### config.mk
export PLATFORM = sky130hd
export DESIGN_NAME = caf_peak_select
export DESIGN_NICKNAME = d
export VERILOG_FILES = /design/src/rtl/caf_peak_select.sv
export SDC_FILE = /design/constraint.sdc
export NUM_CORES = 1
export LEC_CHECK = 0
export CORE_UTILIZATION = 25
export DETAILED_ROUTE_END_ITERATION = 16
export PLACE_DENSITY = 0.48
export SYNTH_ARGS = -nofsm -noshare
export SYNTH_HDL_FRONTEND = slang
export SYNTH_SLANG_ARGS = --single-unit
### constraint.sdc
create_clock -name clk -period 3 [get_ports clk]
set_clock_uncertainty 0.2 [all_clocks]
set_input_delay 0.6 -clock clk [delete_from_list [all_inputs] [get_ports clk]]
set_output_delay 0.6 -clock clk [all_outputs]
set_load 0.005 [all_outputs]
### src/rtl/caf_peak_select.sv
// Tracks the largest x_corr magnitude across one frequency sweep and emits it with its lag, bin and threshold flag.
// Result is valid one cycle after the last bin's transfer; input is stalled (tready low) until the result is taken.
module caf_peak_select #(
   parameter int unsigned out_max_bits    = 5,
   parameter int unsigned index_bits      = 3,
   parameter int unsigned freq_bins       = 4,
   parameter int unsigned freq_index_bits = 2
) (
   input  logic                       clk,
   input  logic                       rst_n,
   input  logic                       m_axis_tvalid,
   output logic                       s_axis_tready,
   input  logic [out_max_bits-1:0]    out_max,
   input  logic [index_bits-1:0]      index,
   input  logic [out_max_bits-1:0]    threshold,
   input  logic                       m_axis_tready,
   output logic                       s_axis_tvalid,
   output logic [out_max_bits-1:0]    peak_max,
   output logic [index_bits-1:0]      peak_time_index,
   output logic [freq_index_bits-1:0] peak_freq_index,
   output logic                       detect
);

   localparam logic [0:0] ST_ACCUM  = 1'b0;
   localparam logic [0:0] ST_OUTPUT = 1'b1;
   localparam logic [freq_index_bits-1:0] LAST_BIN = freq_index_bits'(freq_bins - 1);

   logic [0:0]                 state;
   logic [freq_index_bits-1:0] bin_count;
   logic [out_max_bits-1:0]    best_max;
   logic [index_bits-1:0]      best_time;
   logic [freq_index_bits-1:0] best_freq;

   logic                       xfer;
   logic                       take_new;
   logic [out_max_bits-1:0]    nxt_max;
   logic [index_bits-1:0]      nxt_time;
   logic [freq_index_bits-1:0] nxt_freq;

   // tready is only ever high in ACCUM, so it alone qualifies a transfer
   assign xfer = m_axis_tvalid & s_axis_tready;

   // Bin 0 overwrites stale state; later bins need a strict win so ties keep the earlier bin
   always_comb begin
      take_new = (bin_count == '0) || (out_max > best_max);
      nxt_max  = best_max;
      nxt_time = best_time;
      nxt_freq = best_freq;
      if (take_new) begin
         nxt_max  = out_max;
         nxt_time = index;
         nxt_freq = bin_count;
      end
   end

   always_ff @(posedge clk or negedge rst_n) begin
      if (!rst_n) begin
         state           <= ST_ACCUM;
         bin_count       <= '0;
         best_max        <= '0;
         best_time       <= '0;
         best_freq       <= '0;
         s_axis_tready   <= 1'b0;
         s_axis_tvalid   <= 1'b0;
         peak_max        <= '0;
         peak_time_index <= '0;
         peak_freq_index <= '0;
         detect          <= 1'b0;
      end else begin
         case (state)
            ST_ACCUM: begin
               s_axis_tready <= 1'b1;
               if (xfer) begin
                  best_max  <= nxt_max;
                  best_time <= nxt_time;
                  best_freq <= nxt_freq;
                  if (bin_count == LAST_BIN) begin
                     peak_max        <= nxt_max;
                     peak_time_index <= nxt_time;
                     peak_freq_index <= nxt_freq;
                     detect          <= (nxt_max >= threshold);
                     s_axis_tvalid   <= 1'b1;
                     s_axis_tready   <= 1'b0;
                     bin_count       <= '0;
                     state           <= ST_OUTPUT;
                  end else begin
                     bin_count <= bin_count + freq_index_bits'(1);
                  end
               end
            end
            ST_OUTPUT: begin
               if (m_axis_tready) begin
                  s_axis_tvalid <= 1'b0;
                  s_axis_tready <= 1'b1;
                  state         <= ST_ACCUM;
               end
            end
            default: begin
               state <= ST_ACCUM;
            end
         endcase
      end
   end

endmodule

[Yosys cells after proc, flatten, opt, wreduce, memory -nomap -nowiden]
Index checks and enable logic that the tools add are counted.
Storage, ports and cells
  bits in registers: 26
  input bits: 17
  output and inout bits: 13
  word-level logic and storage cells: 41
Operators by class
  $add $sub $neg: 1
  $lt $le $gt $ge: 2
  eq/ne operators: 4
  multiplexer cells: 16
  bitwise gates (word level): 2
  reductions and logical operators: 5
Operator list (number)
  1-bit 2-to-1 mux: 9
  2-bit != test (second input constant): 3
  1-bit one-hot mux with 2 select lines: 3
  3-bit AND reduction: 2
  5-bit >= comparator: 1
  5-bit > comparator: 1
  5-bit 2-to-1 mux: 1
  2-bit 2-to-1 mux: 2
  3-bit 2-to-1 mux: 1
  2-bit by 1-bit adder with 2-bit output (second input constant): 1
  2-bit == test (second input constant): 1
  2-bit zero test: 1
  2-bit AND reduction: 1
  1-bit AND: 1
  1-bit logical OR: 1
  1-bit inverter: 1

[Logic depth before layout (Yosys ltp)]
Gate-level depths: netlist (run 1).
  depth after elaboration: 4
  depth in mapped cells: 13
  gate-level depth less buffers: 12

[Worst setup path before layout (run 1)]
No wires, ideal clock.
  path kind: input to register
  start: input out_max[3]
  end: register detect
  library setup time: 126 ps
  arrival: 2703 ps
  required time: 2674 ps
  slack: -28 ps
  stages: 12
  path buffers: 1
  cell sequence: ha_1 -> a21oi_1 -> a21boi_1 -> o41ai_4 -> buf_6 -> mux2i_1 -> ha_1 -> nand2b_1 -> a21oi_1 -> nor2b_1 -> o21ai_0 -> a21oi_1
Between the ends
  cells in the longest elaborated chain, start to end: 4
Ends and longest elaborated chain
  start, declared: RTL line 13  | input logic [out_max_bits-1:0] out_max,
  5-bit > comparator: RTL line 45  | take_new = (bin_count == '0) || (out_max > best_max);
  1-bit logical OR: RTL line 45
  5-bit 2-to-1 mux (*): RTL line 49  | if (take_new) begin
  5-bit >= comparator (*): RTL line 81  | detect <= (nxt_max >= threshold);
  end signal, assigned: RTL line 81
  end, declared: RTL line 21  | output logic detect
Mark *: on every way between the ends. The rest lies on a longest branch, timed or not.
A chain may end at the register's enable or synchronous reset.

[Worst setup path in the final report (run 1)]
  start: register best_max[4]
  end: register detect
Between the ends
  cells in the longest elaborated chain, start to end: 4
Ends and longest elaborated chain
  start, declared: RTL line 30  | logic [out_max_bits-1:0] best_max;
  start signal, assigned: RTL line 74  | best_max <= nxt_max;
  5-bit > comparator: RTL line 45
  1-bit logical OR: RTL line 45
  5-bit 2-to-1 mux (*): RTL line 49
  5-bit >= comparator (*): RTL line 81
Marked as above.

==> results of run 1 <==
## how the worst max path moves through the flow
stage,startpoint,endpoint,slack [ns],cells past startpoint
after floorplan,out_max[3],detect,0.008,12
after global placement,out_max[3],detect,-0.65,12
after detailed placement,out_max[3],detect,-0.68,12
after CTS,out_max[4],detect,0.006,13
after global routing,best_max[4],detect,-0.008,13
final,best_max[4],detect,0.12,13
## worst min-delay path, stage by stage (launching register included)
cell and delay, ns:
dfrtp_1 0.36, nand2_1 0.05, nand2_1 0.05
## metrics by stage
stage	hold WS [ns]	setup WS, ns	cell area (sq um)
detailed placement	0.279	-0.680	1830
CTS	0.302	0.00627	1930
finish	0.290	0.117	1980
floorplan	0.104	0.00835	1380
global placement	0.261	-0.649	1830
global route	0.339	-0.00820	1980
## cell usage after synthesis (all sizes together)
library cell | instances | share of area
clkbuf | 1 | 0.0027
nor2b | 1 | 0.0045
or3b | 1 | 0.0064
nand4 | 1 | 0.0045
mux2 | 15 | 0.13
and3b | 1 | 0.0064
a21oi | 9 | 0.033
mux2i | 6 | 0.044
nor3 | 1 | 0.0036
o41ai | 1 | 0.020
ha | 12 | 0.11
buf | 2 | 0.016
o21ai | 10 | 0.036
nand2b | 3 | 0.014
or3 | 1 | 0.0045
a21boi | 1 | 0.0055
nand3 | 2 | 0.0073
nand2 | 6 | 0.016
dfrtp | 26 | 0.47
nor2 | 10 | 0.027
nand3b | 1 | 0.0055
inv | 12 | 0.033
## layout make-up
class | count | area, sq um
multi-input cells | 82 | 744
repair buffers | 45 | 402
flip-flops and latches | 26 | 651
clock buffers | 4 | 55.1
inverters | 12 | 45.0
fillers | 528 | 3220
well taps | 70 | 87.6
## layout by cell type (no fill, tap or decap), types with 2 or more instances in the layout
cell             netlist  routed
dfrtp_1               26      26
clkdlybuf4s50_1        0      24
buf_4                  0      15
inv_1                 12      11
nor2_1                10      10
mux2_2                13      10
a21oi_1                9       8
o21ai_0               10       8
ha_1                  12       8
nand2_1                6       6
mux2_4                 2       5
mux2i_1                6       5
ha_4                   0       4
clkbuf_8               0       4
nand3_1                2       2
nand2b_1               3       2
o21ai_1                0       2
clkbuf_2               0       2
buf_2                  0       2
## repair_timing
action | CTS | global route
setup endpoints to repair | 1 | 1
buffers inserted | 3 | 1
resized for setup | 16 | 15
pin swaps | 10 | 8
## power groups by stage
| stage | sequential, W | clock (W) | combinational (W) |
|---|---|---|---|
| 4_1_cts | 0.000631 | 0.000243 | 0.00108 |
| 2_1_floorplan | 0.000618 | 0 | 0.000604 |
| 3_3_place_gp | 0.000623 | 0 | 0.000999 |
| 3_5_place_dp | 0.000635 | 0 | 0.00100 |
| 5_1_grt | 0.000662 | 0.000256 | 0.00128 |
| 6_report | 0.000631 | 0.000232 | 0.00116 |
## sequential cells by signal, indices dropped and copies added, names as in the netlist
name and cells:
state 1, best_freq 2, best_time 3, peak_time_index 3, bin_count 2, s_axis_tready 1, peak_freq_index 2, best_max 5
detect 1, s_axis_tvalid 1, peak_max 5
## routing by layer
layer,global-route usage,vias up,wire [um]
met5,0,-,0
met2,0.190,25,1430
met3,0.0299,2,138
met4,0.00769,0,6
li1,-,521,-
met1,0.141,504,1370
## cells by family after synthesis
logic type / after synthesis
simple gates: 28
flops: 26
compound gates: 21
mux: 21
buf+inv: 15
fa+ha+maj: 12
==> run summary, run 1 <==
clk sinks: 26
Core ar.: 5200 sq um
Crit-path slowest cell: or3b_4
Initial DRT Pass Iterations: 4
initial cell density of the core: 0.264
slowest stage delay, CP: 0.42 ns
fin crit period: 2.88 ns
FF-to-FF End: detect
DRC viols: 0
Placed Cells: 231
distinct cell type count after synthesis: 23
vias in the first global route: 1,131
I/O pin count: 30
period utilization: 0.961
WP buf/inv: 2
die height: 76.2 um
Worst Hold Depth: 2
critical path's top delay family: simple AND/OR/NAND/NOR gates
die footprint: 5810 sq um
Worst-Skew Late Latency: 0.27 ns
Int Pwr: 0.00134 W
critical path data arrival time: 2.85 ns
worst min path class: reg2reg
main combinational cell family by area after synthesis: multiplexers
# H-tree levels: 1
die width: 76.2 um
TritonCTS clock tree: built
first-pass GRT wire length: 5170 um
Total Nets Final: 199
Ys Warns: 0
status: complete, no violations
Num CTS Buffers: 3
Rows: 26
number of max-cap violations: 0
clock share of power: 0.115
Root Buffer: clkbuf_8
Setup TNS Final: 0 ns
Final Util: 0.381
Pwr per Cell Area: 1020 nW/um^2
Tot Pwr: 0.00202 W
largest net degree at the start of global routing: 27
Highest Clock Rate: 347 MHz
sequential power share: 0.312
synthesized-area fraction occupied by ao, oa, aoi and oai cells: 0.0945
post-synthesis mux area share: 0.172
initial antenna violation count: 0
Reg-to-Reg Start: best_max[4]
hold endpoint: s_axis_tvalid
Final Max Tran Viols: 0
CP Class: reg2reg
Net Switching: 0.000682 W
gpl congestion: 0.767
CP max FO: 3
Port-buffer cells: 29
share of cells above drive strength 1: 0.296
Final Non-Filler Cells: 239
drt initial violations: 46
Net Sw Frac: 0.337
Cell Chain, Critical Path: inv_1 > ha_4 > nand4_1 > or3b_4 > o41ai_4 > buf_4 > mux2i_4 > ha_1 > nand2b_4 > a21oi_2 > nor2b_2 > o21ai_1 > a21oi_1
worst vdd ir: 0.000429 V
n_diodes: 0
gr ovfl total: 0
Mapped Cells: 123
DR WL/cell: 12.3 um
Synth Area per Inst: 11.2 sq um
Post-Syn Nets: 152
Detailed Route WL: 2940 um
Cell Area, Synth: 1380 sq um
antenna viol nets, final: 0
Yosys reg bits: 26
Setup crit start kind: flop
FF-to-FF path depth: 13
Layout area overhead: 44.2%
gr usage total: 0.109
clk buf depth: 2
leak pwr: 0.894 nW
Post-Synth XOR/XNOR Area: 0
post-synthesis simple-gate area fraction: 0.100
Slew HR: 0.771
Critical Path Sink Type: flop
routed vias: 1,052
combinational power share: 0.574
endpoints failing setup: 0
register area share after synthesis: 0.473
Reg2Reg Setup Slack: 0.12 ns
via/cell ratio: 4.40
WP data required: 2.96 ns
Final Hold Fails: 0
Least-Margin Pin Slew: 0.344 ns
clock slew at reported path FFs: 0.09 ns
dpl hpwl: 2120 um
HP Start: s_axis_tvalid
hold buffer count at CTS: 0
area share of fa/ha/maj cells after synthesis: 0.109
(Power assumes the default switching activity.)
==> run 2: changes to the inputs <==
--- a/config.mk
+++ b/config.mk
@@ -7,7 +7,7 @@
 export LEC_CHECK = 0
 export CORE_UTILIZATION = 25
 export DETAILED_ROUTE_END_ITERATION = 16
-export PLACE_DENSITY = 0.48
 export SYNTH_ARGS = -nofsm -noshare
 export SYNTH_HDL_FRONTEND = slang
 export SYNTH_SLANG_ARGS = --single-unit
+export TNS_END_PERCENT = 1
==> run 2 against run 1 <==
Compared with the run above: first-iteration DRC count shrank 13%; routed wire length grew 0.92%; global-route usage grew 0.16 points; register-to-register slack is essentially flat; fmax shrank 0.17%; worst hold slack is essentially flat; count of clock-buffer cells in the layout is the same; sequential share of layout area shrank 0.45 points; cell area grew 1.4%; via count shrank 1.9%; critical path type unchanged; largest cell class unchanged.
==> run summary, run 2 (synthesis results as in run 1) <==
Worst-Skew Late Latency: 0.27 ns (about the same)
worst min path class: reg2reg (unchanged)
CP Class: reg2reg (unchanged)
first-pass GRT wire length: 5220 um (was 5170 um)
via/cell ratio: 4.26 (was 4.40)
dpl hpwl: 2130 um (was 2120 um)
area occupied by multi-input gates: 754 sq um (was 744 sq um)
Reg2Reg Setup Slack: 0.11 ns (was 0.12 ns)
FF-to-FF End: detect (unchanged)
drt initial violations: 40 (was 46)
hold buffer count at CTS: 0 (unchanged)
Detailed Route WL: 2970 um (was 2940 um)
Initial DRT Pass Iterations: 3 (was 4)
gr ovfl total: 0 (unchanged)
Layout area overhead: 46.2% (was 44.2%)
Worst Hold Depth: 2 (unchanged)
largest net degree at the start of global routing: 27 (unchanged)
Top Registers: best_max (5), peak_max (5) (unchanged)
hold endpoint: s_axis_tvalid (unchanged)
worst vdd ir: 0.000497 V (was 0.000429 V)
Least-Margin Pin Slew: 0.346 ns (was 0.344 ns)
initial cell density of the core: 0.264 (unchanged)
Core ar.: 5200 sq um (unchanged)
Setup crit start kind: flop (unchanged)
HP Start: s_axis_tvalid (unchanged)
Pwr per Cell Area: 1010 nW/um^2 (was 1020 nW/um^2)
Highest Clock Rate: 346 MHz (was 347 MHz)
most frequent cells in the layout: dfrtp_1 (26), clkdlybuf4s50_1 (24), buf_4 (17) (was dfrtp_1 (26), clkdlybuf4s50_1 (24), buf_4 (15))
I/O pin count: 30 (unchanged)
Critical Path Sink Type: flop (unchanged)
clock slew at reported path FFs: 0.10 ns (was 0.09 ns)
Sequential Area: 651 sq um (unchanged)
die height: 76.2 um (unchanged)
Port-buffer cells: 29 (unchanged)
Rows: 26 (unchanged)
Root Buffer: clkbuf_8 (unchanged)
Slew HR: 0.769 (was 0.771)
critical path data arrival time: 2.85 ns (about the same)
fill cell count: 546 (was 528)
share of cells above drive strength 1: 0.302 (was 0.296)
period utilization: 0.962 (was 0.961)
WP data required: 2.96 ns (about the same)
TritonCTS clock tree: built (unchanged)
FF-to-FF path depth: 11 (was 13)
number of max-cap violations: 0 (unchanged)
gpl congestion: 0.781 (was 0.767)
Num CTS Buffers: 3 (unchanged)
CP max FO: 5 (was 3)
status: complete, no violations (unchanged)
initial antenna violation count: 0 (unchanged)
DR WL/cell: 12.3 um (about the same)
routed vias: 1,032 (was 1,052)
leak pwr: 0.905 nW (was 0.894 nW)
Final Max Tran Viols: 0 (unchanged)
Reg-to-Reg Start: best_max[3] (was best_max[4])
gr usage total: 0.111 (was 0.109)
Min Hold Slack: 0.290 ns (about the same)
DRC viols: 0 (unchanged)
clk buf depth: 2 (unchanged)
die width: 76.2 um (unchanged)
Total Nets Final: 202 (was 199)
most common cell after layout, fill and taps aside: dfrtp_1 (unchanged)
endpoints failing setup: 0 (unchanged)
fin crit period: 2.89 ns (was 2.88 ns)
antenna viol nets, final: 0 (unchanged)
n_diodes: 0 (unchanged)
vias in the first global route: 1,127 (was 1,131)
placed inst area: 1830 sq um (about the same)
# H-tree levels: 1 (unchanged)
Final Hold Fails: 0 (unchanged)
die footprint: 5810 sq um (unchanged)
clk sinks: 26 (unchanged)
post-route cell area: 2010 sq um (was 1980 sq um)
run 2: cell count changes in the layout (fill, tap and decap cells not counted):
cell      change
buf_12        -1
buf_2         -2
buf_4         +2
buf_6         +2
clkbuf_2      +2
ha_1          -1
ha_4          +1
inv_1         +1
inv_2         -1
nor2b_1       +1
nor2b_2       -1
run 2: area by class of cell:
class,count,share of cell area
multi-input combinational,82,0.375
sequential,26,0.323
timing repair buffer,48,0.208
tap,70,0.0435
clock buffer,4,0.0274
inverter,12,0.0224
run 2: worst max-delay path by stage:
stage           startpoint  endpoint  slack [ns]
2_1_floorplan   out_max[3]    detect       0.008
3_3_place_gp    out_max[4]    detect       -0.47
3_5_place_dp    out_max[3]    detect       -0.50
4_1_cts         out_max[4]    detect        0.01
5_1_grt        best_max[3]    detect       -0.01
6_report       best_max[3]    detect        0.11
run 2: critical path, stage by stage, from the launching register on:
cell and delay (ns):
dfrtp_1 0.40, inv_1 0.09, ha_4 0.28, nand4_1 0.11, or3b_4 0.43, o41ai_4 0.06, buf_6 0.18, mux2_4 0.33
ha_4 0.21, or3_1 0.35, o21ai_1 0.08, a21oi_1 0.05
run 2: where the power goes:
group	switching (W)	internal (W)	leakage, nW
sequential	0.000106	0.000523	0.306
combinational	0.000465	0.000715	0.570
clock	0.000114	0.000117	0.0288
total	0.000684	0.00136	0.905
run 2: per-layer routing:
layer | vias to the layer above | part of all wire | routed length (um) | GRT usage
li1 | 518 | - | - | -
met1 | 494 | 0.50 | 1480 | 0.149
met2 | 16 | 0.46 | 1360 | 0.180
met3 | 4 | 0.031 | 91 | 0.0240
met4 | 0 | 0.011 | 32 | 0.0308
met5 | - | 0 | 0 | 0
run 2: metrics by stage:
step | std cells | setup slack, ns | total power [W] | setup TNS [ns] | utilization
after floorplan | 123 | 0.00835 | 0.00122 | 0 | -
after global placement | 233 | -0.470 | 0.00160 | -2.11 | 0.352
after detailed placement | 233 | -0.504 | 0.00161 | -2.33 | 0.352
after CTS | 240 | 0.0116 | 0.00192 | 0 | 0.370
after global routing | 242 | -0.0139 | 0.00222 | -0.0139 | 0.387
final | 242 | 0.113 | 0.00204 | 0 | 0.387
run 2: timing repair:
item                       in CTS  in global routing
setup endpoints to repair       1                  1
resized for setup              12                 18
buffers inserted                3                  2
pin swaps                       7                  7
==> run 3: changes to the inputs <==
--- a/config.mk
+++ b/config.mk
@@ -7,6 +7,7 @@
 export LEC_CHECK = 0
 export CORE_UTILIZATION = 25
 export DETAILED_ROUTE_END_ITERATION = 16
+export GPL_TIMING_DRIVEN = 0
 export SYNTH_ARGS = -nofsm -noshare
 export SYNTH_HDL_FRONTEND = slang
 export SYNTH_SLANG_ARGS = --single-unit
==> run 3 against run 2 <==
Compared with the run above: critical endpoint unchanged; highest routed layer unchanged; largest power group unchanged; critical path depth unchanged; global-route usage decreased by 0.46 points; cell area decreased by 1.6%; clock power increased by 26%.
==> run summary, run 3 (synthesis results as in run 1) <==
period utilization: 0.962 (about the same)
Setup crit start kind: primary input (was flop)
most common cell after layout, fill and taps aside: dfrtp_1 (unchanged)
Num CTS Buffers: 3 (unchanged)
Port-buffer cells: 29 (unchanged)
antenna viol nets, final: 0 (unchanged)
DR WL/cell: 12.2 um (was 12.3 um)
worst vdd ir: 0.000446 V (was 0.000497 V)
leak pwr: 0.868 nW (was 0.905 nW)
gpl congestion: 0.753 (was 0.781)
Final Hold Fails: 0 (unchanged)
Core ar.: 5200 sq um (unchanged)
I/O pin count: 30 (unchanged)
critical path data arrival time: 2.85 ns (about the same)
drt initial violations: 41 (was 40)
met3 wire length: 75 um (was 91 um)
die footprint: 5810 sq um (unchanged)
WL met2: 1280 um (was 1360 um)
Detailed Route WL: 2880 um (was 2970 um)
Min Hold Slack: 0.121 ns (was 0.290 ns)
area occupied by multi-input gates: 769 sq um (was 754 sq um)
DRC viols: 0 (unchanged)
gr usage total: 0.106 (was 0.111)
die width: 76.2 um (unchanged)
initial antenna violation count: 0 (unchanged)
Top Registers: best_max (5), peak_max (5) (unchanged)
initial cell density of the core: 0.264 (unchanged)
Total Nets Final: 195 (was 202)
dpl hpwl: 1970 um (was 2130 um)
via/cell ratio: 4.29 (was 4.26)
Least-Margin Pin Slew: 0.686 ns (was 0.346 ns)
# H-tree levels: 1 (unchanged)
Final Util: 0.381 (was 0.387)
clk sinks: 26 (unchanged)
Top Metal Used: met4 (unchanged)
Critical Path Sink Type: flop (unchanged)
number of max-cap violations: 0 (unchanged)
status: complete, no violations (unchanged)
Sequential Area: 651 sq um (unchanged)
fill cell count: 544 (was 546)
CP Class: in2reg (was reg2reg)
CP max FO: 4 (was 5)
dpl ws: -0.884 ns (was -0.504 ns)
die height: 76.2 um (unchanged)
WP data required: 2.96 ns (about the same)
endpoints failing setup: 0 (unchanged)
most frequent cells in the layout: dfrtp_1 (26), clkdlybuf4s50_1 (23), nor2_1 (10), mux2_2 (10), buf_4 (10) (was dfrtp_1 (26), clkdlybuf4s50_1 (24), buf_4 (17))
fin crit period: 2.89 ns (about the same)
PnR worst setup slack: 0.113 ns (about the same)
routed vias: 1,009 (was 1,032)
hold buffer count at CTS: 0 (unchanged)
Root Buffer: clkbuf_8 (unchanged)
Slew HR: 0.541 (was 0.769)
gr ovfl total: 0 (unchanged)
Setup TNS Final: 0 ns (unchanged)
first-pass GRT wire length: 4820 um (was 5220 um)
Pwr per Cell Area: 1060 nW/um^2 (was 1010 nW/um^2)
Tot Pwr: 0.00210 W (was 0.00204 W)
clock slew at reported path FFs: 0.09 ns (was 0.10 ns)
Worst-Skew Late Latency: 0.27 ns (about the same)
Initial DRT Pass Iterations: 4 (was 3)
Rows: 26 (unchanged)
met1 WL: 1480 um (about the same)
largest net degree at the start of global routing: 27 (unchanged)
n_diodes: 0 (unchanged)
Highest Clock Rate: 346 MHz (about the same)
vias in the first global route: 1,001 (was 1,127)
clk buf depth: 2 (unchanged)
TritonCTS clock tree: built (unchanged)
Final Max Tran Viols: 0 (unchanged)
worst min path class: in2async (was reg2reg)
Layout area overhead: 43.9% (was 46.2%)
share of cells above drive strength 1: 0.315 (was 0.302)
run 3: layout make-up:
class | count | area share
Sequential cell | 26 | 0.328
Timing Repair Buffer | 38 | 0.167
Clock buffer | 3 | 0.0208
Inverter | 12 | 0.0227
Buffer | 3 | 0.0133
Clock inverter | 1 | 0.0152
Tap cell | 70 | 0.0442
Multi-Input combinational cell | 82 | 0.389
run 3: report_power, final:
part	total [W]	internal [W]	switching, W
combinational	0.00118	0.000700	0.000476
sequential	0.000629	0.000523	0.000105
clock	0.000291	0.000179	0.000113
run 3: worst paths after layout:
check / end / depth (start not counted) / slack [ns] / start
max: detect / 11 / 0.11 / out_max[2]
min: peak_max[2] / 1 / 0.12 / rst_n
max reg2reg: detect / 11 / 0.14 / best_max[1]
min reg2reg: s_axis_tvalid / 2 / 0.29 / s_axis_tvalid
max in group asynchronous: s_axis_tready / 1 / 2.09 / rst_n
min in group clk: s_axis_tvalid / 2 / 0.29 / s_axis_tvalid
run 3: routing by layer:
metal  vias up  global-route usage
met4         0              0.0404
met3         4              0.0192
met2        16               0.152
met5         -                   0
li1        515                   -
met1       474               0.158
run 3: stage by stage:
step                      cell area [sq um]  std cells
after floorplan                        1380        123
after global placement                 1750        222
after detailed placement               1750        222
after CTS                              1900        230
after global routing                   1980        235
final                                  1980        235
run 3: what timing repair did:
| item | 4_1_cts | 5_1_grt |
|---|---|---|
| pin swaps | 7 | 8 |
| gates resized for setup | 20 | 19 |
| buffers inserted | 4 | 5 |
| setup endpoints to repair | 1 | 1 |
run 3: worst max-delay path: stages:
cell     delay (ns)
buf_4          0.13
ha_4           0.26
nand4_1        0.12
or3b_4         0.43
o41ai_4        0.07
buf_4          0.20
mux2_4         0.33
ha_4           0.21
or3_1          0.36
o21ai_1        0.08
a21oi_1        0.05
